`src/rtl/ascii_decimal_tx.sv`:
```
// ascii_decimal_tx
// Converts a 6-bit unsigned value to a three-character ASCII stream:
// tens digit, ones digit, terminator. The tens digit is found by repeated
// subtraction of ten. Characters leave one per valid/ready handshake.
module ascii_decimal_tx #(
  parameter logic [7:0] TERM = 8'h0A
) (
  input  logic       clk,
  input  logic       rst_n,
  input  logic       in_valid,
  output logic       in_ready,
  input  logic [5:0] in_data,
  output logic       char_valid,
  input  logic       char_ready,
  output logic [7:0] char_data,
  output logic       busy
);

  localparam logic [2:0] ST_IDLE = 3'd0;
  localparam logic [2:0] ST_CONV = 3'd1;
  localparam logic [2:0] ST_TENS = 3'd2;
  localparam logic [2:0] ST_ONES = 3'd3;
  localparam logic [2:0] ST_TERM = 3'd4;

  localparam logic [7:0] ASCII_ZERO = 8'h30;

  logic [2:0] state_reg;
  logic [5:0] rem_reg;
  logic [2:0] tens_reg;

  // Handshake flags are pure decodes of the state so in_ready never
  // depends on in_valid.
  always_comb begin
    in_ready = (state_reg == ST_IDLE);
    busy     = (state_reg != ST_IDLE);
  end

  // Conversion and output sequencing; char_data/char_valid only change on
  // an accepted transfer, so they hold steady under backpressure.
  always_ff @(posedge clk or negedge rst_n) begin
    if (!rst_n) begin
      state_reg  <= ST_IDLE;
      rem_reg    <= 6'd0;
      tens_reg   <= 3'd0;
      char_valid <= 1'b0;
      char_data  <= 8'h00;
    end else begin
      case (state_reg)
        ST_IDLE: begin
          if (in_valid) begin
            rem_reg   <= in_data;
            tens_reg  <= 3'd0;
            state_reg <= ST_CONV;
          end
        end
        ST_CONV: begin
          // Compare before subtracting so rem never wraps.
          if (rem_reg >= 6'd10) begin
            rem_reg  <= rem_reg - 6'd10;
            tens_reg <= tens_reg + 3'd1;
          end else begin
            char_data  <= ASCII_ZERO + {5'd0, tens_reg};
            char_valid <= 1'b1;
            state_reg  <= ST_TENS;
          end
        end
        ST_TENS: begin
          if (char_ready) begin
            char_data <= ASCII_ZERO + {4'd0, rem_reg[3:0]};
            state_reg <= ST_ONES;
          end
        end
        ST_ONES: begin
          if (char_ready) begin
            char_data <= TERM;
            state_reg <= ST_TERM;
          end
        end
        ST_TERM: begin
          if (char_ready) begin
            char_valid <= 1'b0;
            char_data  <= 8'h00;
            state_reg  <= ST_IDLE;
          end
        end
        default: begin
          char_valid <= 1'b0;
          char_data  <= 8'h00;
          state_reg  <= ST_IDLE;
        end
      endcase
    end
  end

endmodule
```
`config.mk`:
```
export PLATFORM = sky130hd
export DESIGN_NAME = ascii_decimal_tx
export DESIGN_NICKNAME = d
export VERILOG_FILES = /design/src/rtl/ascii_decimal_tx.sv
export SDC_FILE = /design/constraint.sdc
export NUM_CORES = 1
export LEC_CHECK = 0
export CORE_MARGIN = 3
export CORE_UTILIZATION = 52
export CTS_BUF_LIST = sky130_fd_sc_hd__clkbuf_8
export DETAILED_ROUTE_END_ITERATION = 6
export PLACE_DENSITY = 0.85
export SKIP_LAST_GASP = 1
export SYNTH_ARGS = -nofsm -noshare
export SYNTH_HDL_FRONTEND = slang
export SYNTH_SLANG_ARGS = --single-unit
```
`constraint.sdc`:
```
create_clock -name clk -period 1.96 [get_ports clk]
set_input_delay 0.392 -clock clk [delete_from_list [all_inputs] [get_ports clk]]
set_output_delay 0.392 -clock clk [all_outputs]
set_load 0.02 [all_outputs]
```
== Word level (Yosys, flattened, before mapping) ==
Cells that the tools add are included.

* Reductions and logical operators: 8
* Bitwise operators: 2
* Add/subtract/negate cells: 4
* Mux-type cells: 20
* Eq/ne operators: 10
* $lt $le $gt $ge: 1

{| class="wikitable"
|+ Operator list
! operator !! number
|-
| $pmux 8 s5 || 1
|-
| $mux 8 || 4
|-
| $mux 3 || 7
|-
| $pmux 3 s5 || 1
|-
| $mux 6 || 2
|-
| $ne 2x2->1 const B || 6
|-
| $pmux 6 s2 || 1
|-
| $reduce_and 5->1 || 2
|-
| $add 6x3->7 const A || 1
|-
| $add 6x4->7 const A || 1
|-
| $eq 3x2->1 const B || 2
|-
| $ge 6x4->1 const B || 1
|-
| $pmux 3 s2 || 1
|-
| $reduce_and 3->1 || 2
|-
| $sub 6x4->6 const B || 1
|-
| $add 3x1->3 const B || 1
|-
| $eq 3x1->1 const B || 1
|-
| $eq 3x3->1 const B || 1
|-
| $logic_not 3->1 || 1
|-
| $pmux 1 s3 || 1
|-
| $reduce_bool 3->1 || 1
|-
| $reduce_or 3->1 || 1
|-
| $mux 1 || 2
|-
| $not 1->1 || 2
|-
| $reduce_bool 2->1 || 1
|}

* Register bits: 21

== Longest topological paths before layout ==
* Depth after elaboration: 4
* Mapped depth: 6
* Gate-level depth less buffers: 6

== Least setup slack after synthesis ==
Ideal clock, no wire load.

* Path type: register to output
* From: register state_reg[2]
* To: output busy
* Data required time: 1.568 ns
* Path slack: 0.305 ns
* Arrival: 1.263 ns
* Cell stages (with the launch flop): 3
* Cells stage by stage: dfrtp_1 > nor3_1 > inv_1

* Longest elaborated chain between the ends: 1

{| class="wikitable"
|+ Ends and longest elaborated chain
! what !! line !! text
|-
| start, declared || 27 || <nowiki>logic [2:0] state_reg;</nowiki>
|-
| start signal, assigned || 42 || <nowiki>state_reg <= ST_IDLE;</nowiki>
|-
| start signal, assigned || 53 || <nowiki>state_reg <= ST_CONV;</nowiki>
|-
| start signal, assigned || 64 || <nowiki>state_reg <= ST_TENS;</nowiki>
|-
| $reduce_bool 3->1 || 35 || <nowiki>busy = (state_reg != ST_IDLE);</nowiki>
|-
| end, declared || 16 || <nowiki>output logic busy</nowiki>
|}

Every way passes these cells.

== Worst setup path after layout ==
* From: register state_reg[0]
* To: output busy

Same word-level chain as after synthesis.

==> impl_summary.md <==
Yosys
The cell area after synthesis is 0.00105 mm^2. Of the synthesized area, sequential elements account for 42.9%. In this run, distinct cell masters in the synthesized netlist total 40.

The mean area per synthesized cell is 9.37 um^2. The Yosys step of the flow raised 0 warnings. In this run, synthesis produced a sequential element count of 18.

Synthesis handed over a netlist of 112 instances.

Power
The worst supply voltage drop on vdd is 1110 uV. The cell area power density is approximately 1800 mW/mm^2. Summed over all cells, the static leakage comes to 0.563 nW. The overall power consumption is ~0.0024 W.

Critical path
STA classifies the critical path startpoint as a flip-flop. The number of cell instances on the worst register-to-register path is 4. The reg-to-reg critical path endpoint is rem_reg[1]$_DFFE_PN0P_.

The launch point of the worst reg-to-reg path is state_reg[0]$_DFFE_PN0P_. The worst setup path is captured at an output pin. At the worst endpoint, the arrival time is 1.47 ns. The required time at the worst-slack endpoint is 1.57 ns. The endpoint of the most critical setup path is busy. Among all stages on the critical path, the largest delay is contributed by sky130_fd_sc_hd__clkdlybuf4s50_1. The setup check on the worst reg-to-reg path leaves a slack of 0.11 ns. In this run the worst path has a maximum fanout of 6. The source of the critical timing path is state_reg[0]$_DFFE_PN0P_.

The biggest cell delay along the critical path is between 0.5 and 0.6 ns. The kind of critical path is flip-flop to output pin. The critical path goes through nor3_4, inv_1, clkdlybuf4s50_1.

Min path
The kind of path behind the tightest hold check is input port to asynchronous set/reset pin.

Clock tree
No sink is reached through more buffers than the 2 on the longest clock path. In this run the number of H-tree levels came out at 1. The total clock sinks is 18.

The post-CTS repair timing setup buffer count is 0. The tree is rooted in a sky130_fd_sc_hd__clkbuf_8. Clock latency on the worst-skew pair, taken at its later pin, is 0.25 ns. The TritonCTS clock tree is built. Clock tree synthesis inserted a total of 3 buffers. After clock tree synthesis, the clock-pin slew on the worst setup and hold paths is 0.07 ns.

Finish
The number of flip-flops in the largest register is 6. The fraction of layout cells with a size suffix above 1 is 13.0%. The final net count is 144.

0 antenna diodes ended up in the layout. From synthesis to final layout, the design area changed by 25.1%. The finished layout cell area is 0.00131 mm^2.

Global routing
The number of global-route vias before repair was about 850. The first global-routing pass estimated 3750 um of wire. Entering global routing, the biggest net connects 19 pins. The initial antenna violation count is 0. Summed over all layers, the global routing overflow is 0. Global routing used 19.6% of the available tracks.

Die
For this configuration, the core starts out at a cell density of about 58%. The total area inside the core boundary comes to 0.00182 mm^2. Row generation in the floorplan step produced 15 rows.

The area of the die is 0.00259 mm^2. The die is 50.9 um wide. The die outline height is 50.9 um. 21 I/O pins were placed.

Timing
The fraction of the cycle the final worst path needs is 94.8%. Setup repair after global routing left no endpoint under its margin. The number of pins exceeding their max-slew limit in the final report was 0. The setup skew after layout is 0.00430 ns. The hold violation count in the final report is 0. Setup violations remaining at the end of the flow were counted as 0. For the finished layout, the period the worst path requires is roughly 1.9 ns.

The maximum achievable frequency is 538 MHz. The setup TNS is 0 ns.

Drt
The wire length per cell after detailed routing is 14.7 um. For this run, design rule violations remaining after detail routing come to 0. Wires add up to 2290 um. In this run, the number of DRC markers left after iteration 0 of detailed routing was 38. The number of routed nets with antenna violations is 0.

Before antenna repair, the detailed router went through 4 iterations. The number of vias per cell after detailed routing is 5.90. The via count is 921.

Run status
The run finished with clean final reports.

Run
Max-cap violations in this run came to 0.

Placement
Once placement finished, the instance area stood at 0.00125 mm^2. At the end of routability-driven placement, the weighted congestion stood at 0.799. After legalization and detailed placement, the total HPWL measured 1600 um.

The number of input and output port buffers inserted is 18.
==> how the worst min path moves through the flow <==
| stage | start | to | slack (ns) | depth (start not counted) |
|---|---|---|---|---|
| finish | rst_n | state_reg[2]$_DFFE_PN0P_ | 0.46 | 2 |
| global route | rst_n | char_data[3]$_DFFE_PN0P_ | 0.49 | 2 |
| CTS | rst_n | char_valid$_DFFE_PN0P_ | 0.47 | 2 |
| detailed placement | char_data[0]$_DFFE_PN0P_ | char_data[0]$_DFFE_PN0P_ | 0.47 | 1 |
| global placement | char_data[0]$_DFFE_PN0P_ | char_data[0]$_DFFE_PN0P_ | 0.47 | 1 |
| floorplan | rst_n | char_data[0]$_DFFE_PN0P_ | 0.1 | 0 |
==> layout make-up <==
type | count | area (um^2)
Tap cell | 25 | 31.3
Timing Repair Buffer | 22 | 209
Multi-Input combinational cell | 83 | 553
Fill cell | 141 | 507
Sequential cell | 18 | 450
Inverter | 4 | 15.0
Clock buffer | 4 | 55.1
==> report_power, final <==
part / switching, W / internal [W] / total, W
Combinational: 0.000740 / 0.000603 / 0.00134
Sequential: 0.000183 / 0.000551 / 0.000734
Clock: 0.000123 / 0.000179 / 0.000302
==> kinds of logic after synthesis <==
group | synth area share, %
AO/OA/AOI/OAI | 27.2
multiplexers | 3.22
buffers and inverters | 5.84
flip-flops | 42.9
XOR/XNOR | 0.834
adder cells (fa/ha/maj) | 2.38
AND/OR/NAND/NOR | 17.3
other | 0.357
==> routing by layer <==
metal  track usage, %  vias to the layer above  share of wire [%]
li1                 -                      440                  -
met1             21.5                      434                 43
met2             34.1                       38                 48
met3             4.66                        9                6.5
met4             11.2                        0                2.9
met5                0                        -                  0
==> critical path, delay by kind of cell (launching register included) <==
family                 cells  cell delay (ns)
buffers and inverters      2             0.58
DFF                        1             0.47
and+or+nand+nor            1             0.16
==> layout by cell type, fill, tap and decap left out, types with 3 or more instances in the layout <==
cell,netlist,layout
sky130_fd_sc_hd__clkdlybuf4s50_1,0,17
sky130_fd_sc_hd__a22o_1,3,3
sky130_fd_sc_hd__a21oi_1,6,6
sky130_fd_sc_hd__clkbuf_8,0,4
sky130_fd_sc_hd__o21ai_0,12,12
sky130_fd_sc_hd__o21bai_1,3,3
sky130_fd_sc_hd__mux2_2,3,3
sky130_fd_sc_hd__inv_1,4,4
sky130_fd_sc_hd__nor2b_1,3,3
sky130_fd_sc_hd__nand2_1,7,7
sky130_fd_sc_hd__dfrtp_1,18,18
sky130_fd_sc_hd__buf_4,4,4
sky130_fd_sc_hd__nor3_1,7,6
sky130_fd_sc_hd__nor2_1,11,11
==> cell usage after synthesis <==
master                       n  area [um^2]
sky130_fd_sc_hd__o21a_1      1         7.51
sky130_fd_sc_hd__nand2_1     7         26.3
sky130_fd_sc_hd__a311oi_1    1         8.76
sky130_fd_sc_hd__or3b_1      1         8.76
sky130_fd_sc_hd__nor2_1     11         41.3
sky130_fd_sc_hd__o211ai_4    1         21.3
sky130_fd_sc_hd__conb_1      1         3.75
sky130_fd_sc_hd__a211oi_1    1         7.51
sky130_fd_sc_hd__a211o_1     1         8.76
sky130_fd_sc_hd__a21o_1      1         7.51
sky130_fd_sc_hd__xnor2_1     1         8.76
sky130_fd_sc_hd__or2_2       1         6.26
sky130_fd_sc_hd__mux2_2      3         33.8
sky130_fd_sc_hd__or3_1       1         6.26
sky130_fd_sc_hd__a22o_1      3         26.3
sky130_fd_sc_hd__buf_4       4         30.0
sky130_fd_sc_hd__o31ai_1     1         7.51
sky130_fd_sc_hd__inv_1       4         15.0
sky130_fd_sc_hd__o21ai_0    12         60.1
sky130_fd_sc_hd__o2bb2ai_1   1         8.76
sky130_fd_sc_hd__o211ai_1    1         7.51
sky130_fd_sc_hd__buf_2       1         5.00
sky130_fd_sc_hd__nor3_1      7         35.0
sky130_fd_sc_hd__nor2b_1     3         18.8
sky130_fd_sc_hd__and3_1      1         6.26
sky130_fd_sc_hd__clkbuf_1    3         11.3
sky130_fd_sc_hd__and3b_1     1         8.76
sky130_fd_sc_hd__dfrtp_1    18          450
sky130_fd_sc_hd__or3b_4      1         11.3
sky130_fd_sc_hd__a221oi_1    1         8.76
sky130_fd_sc_hd__o31ai_4     1         21.3
sky130_fd_sc_hd__o21bai_1    3         22.5
sky130_fd_sc_hd__a21bo_2     1         10.0
sky130_fd_sc_hd__a21boi_0    1         7.51
sky130_fd_sc_hd__nor4_1      1         6.26
sky130_fd_sc_hd__ha_1        2         25.0
sky130_fd_sc_hd__a22oi_1     1         7.51
sky130_fd_sc_hd__a21oi_1     6         30.0
sky130_fd_sc_hd__nand2b_1    1         6.26
sky130_fd_sc_hd__a31oi_1     1         6.26
==> through the flow <==
stage | hold slack [ns] | util, % | std cells | setup WS [ns]
2_1_floorplan | 0.0964 | - | 113 | 0.305
3_3_place_gp | 0.466 | 68.6 | 152 | 0.181
3_5_place_dp | 0.471 | 68.6 | 152 | 0.128
4_1_cts | 0.471 | 71.5 | 156 | 0.000702
5_1_grt | 0.491 | 72.2 | 156 | 0.0205
6_report | 0.461 | 72.2 | 156 | 0.102
==> what timing repair did <==
action                                  CTS  global route
gates resized for setup                   1             2
hold endpoints to repair                  0             0
hold buffers                              0             0
endpoints found under the setup margin    2             1
No activity file was read; power rests on OpenSTA's default activity.
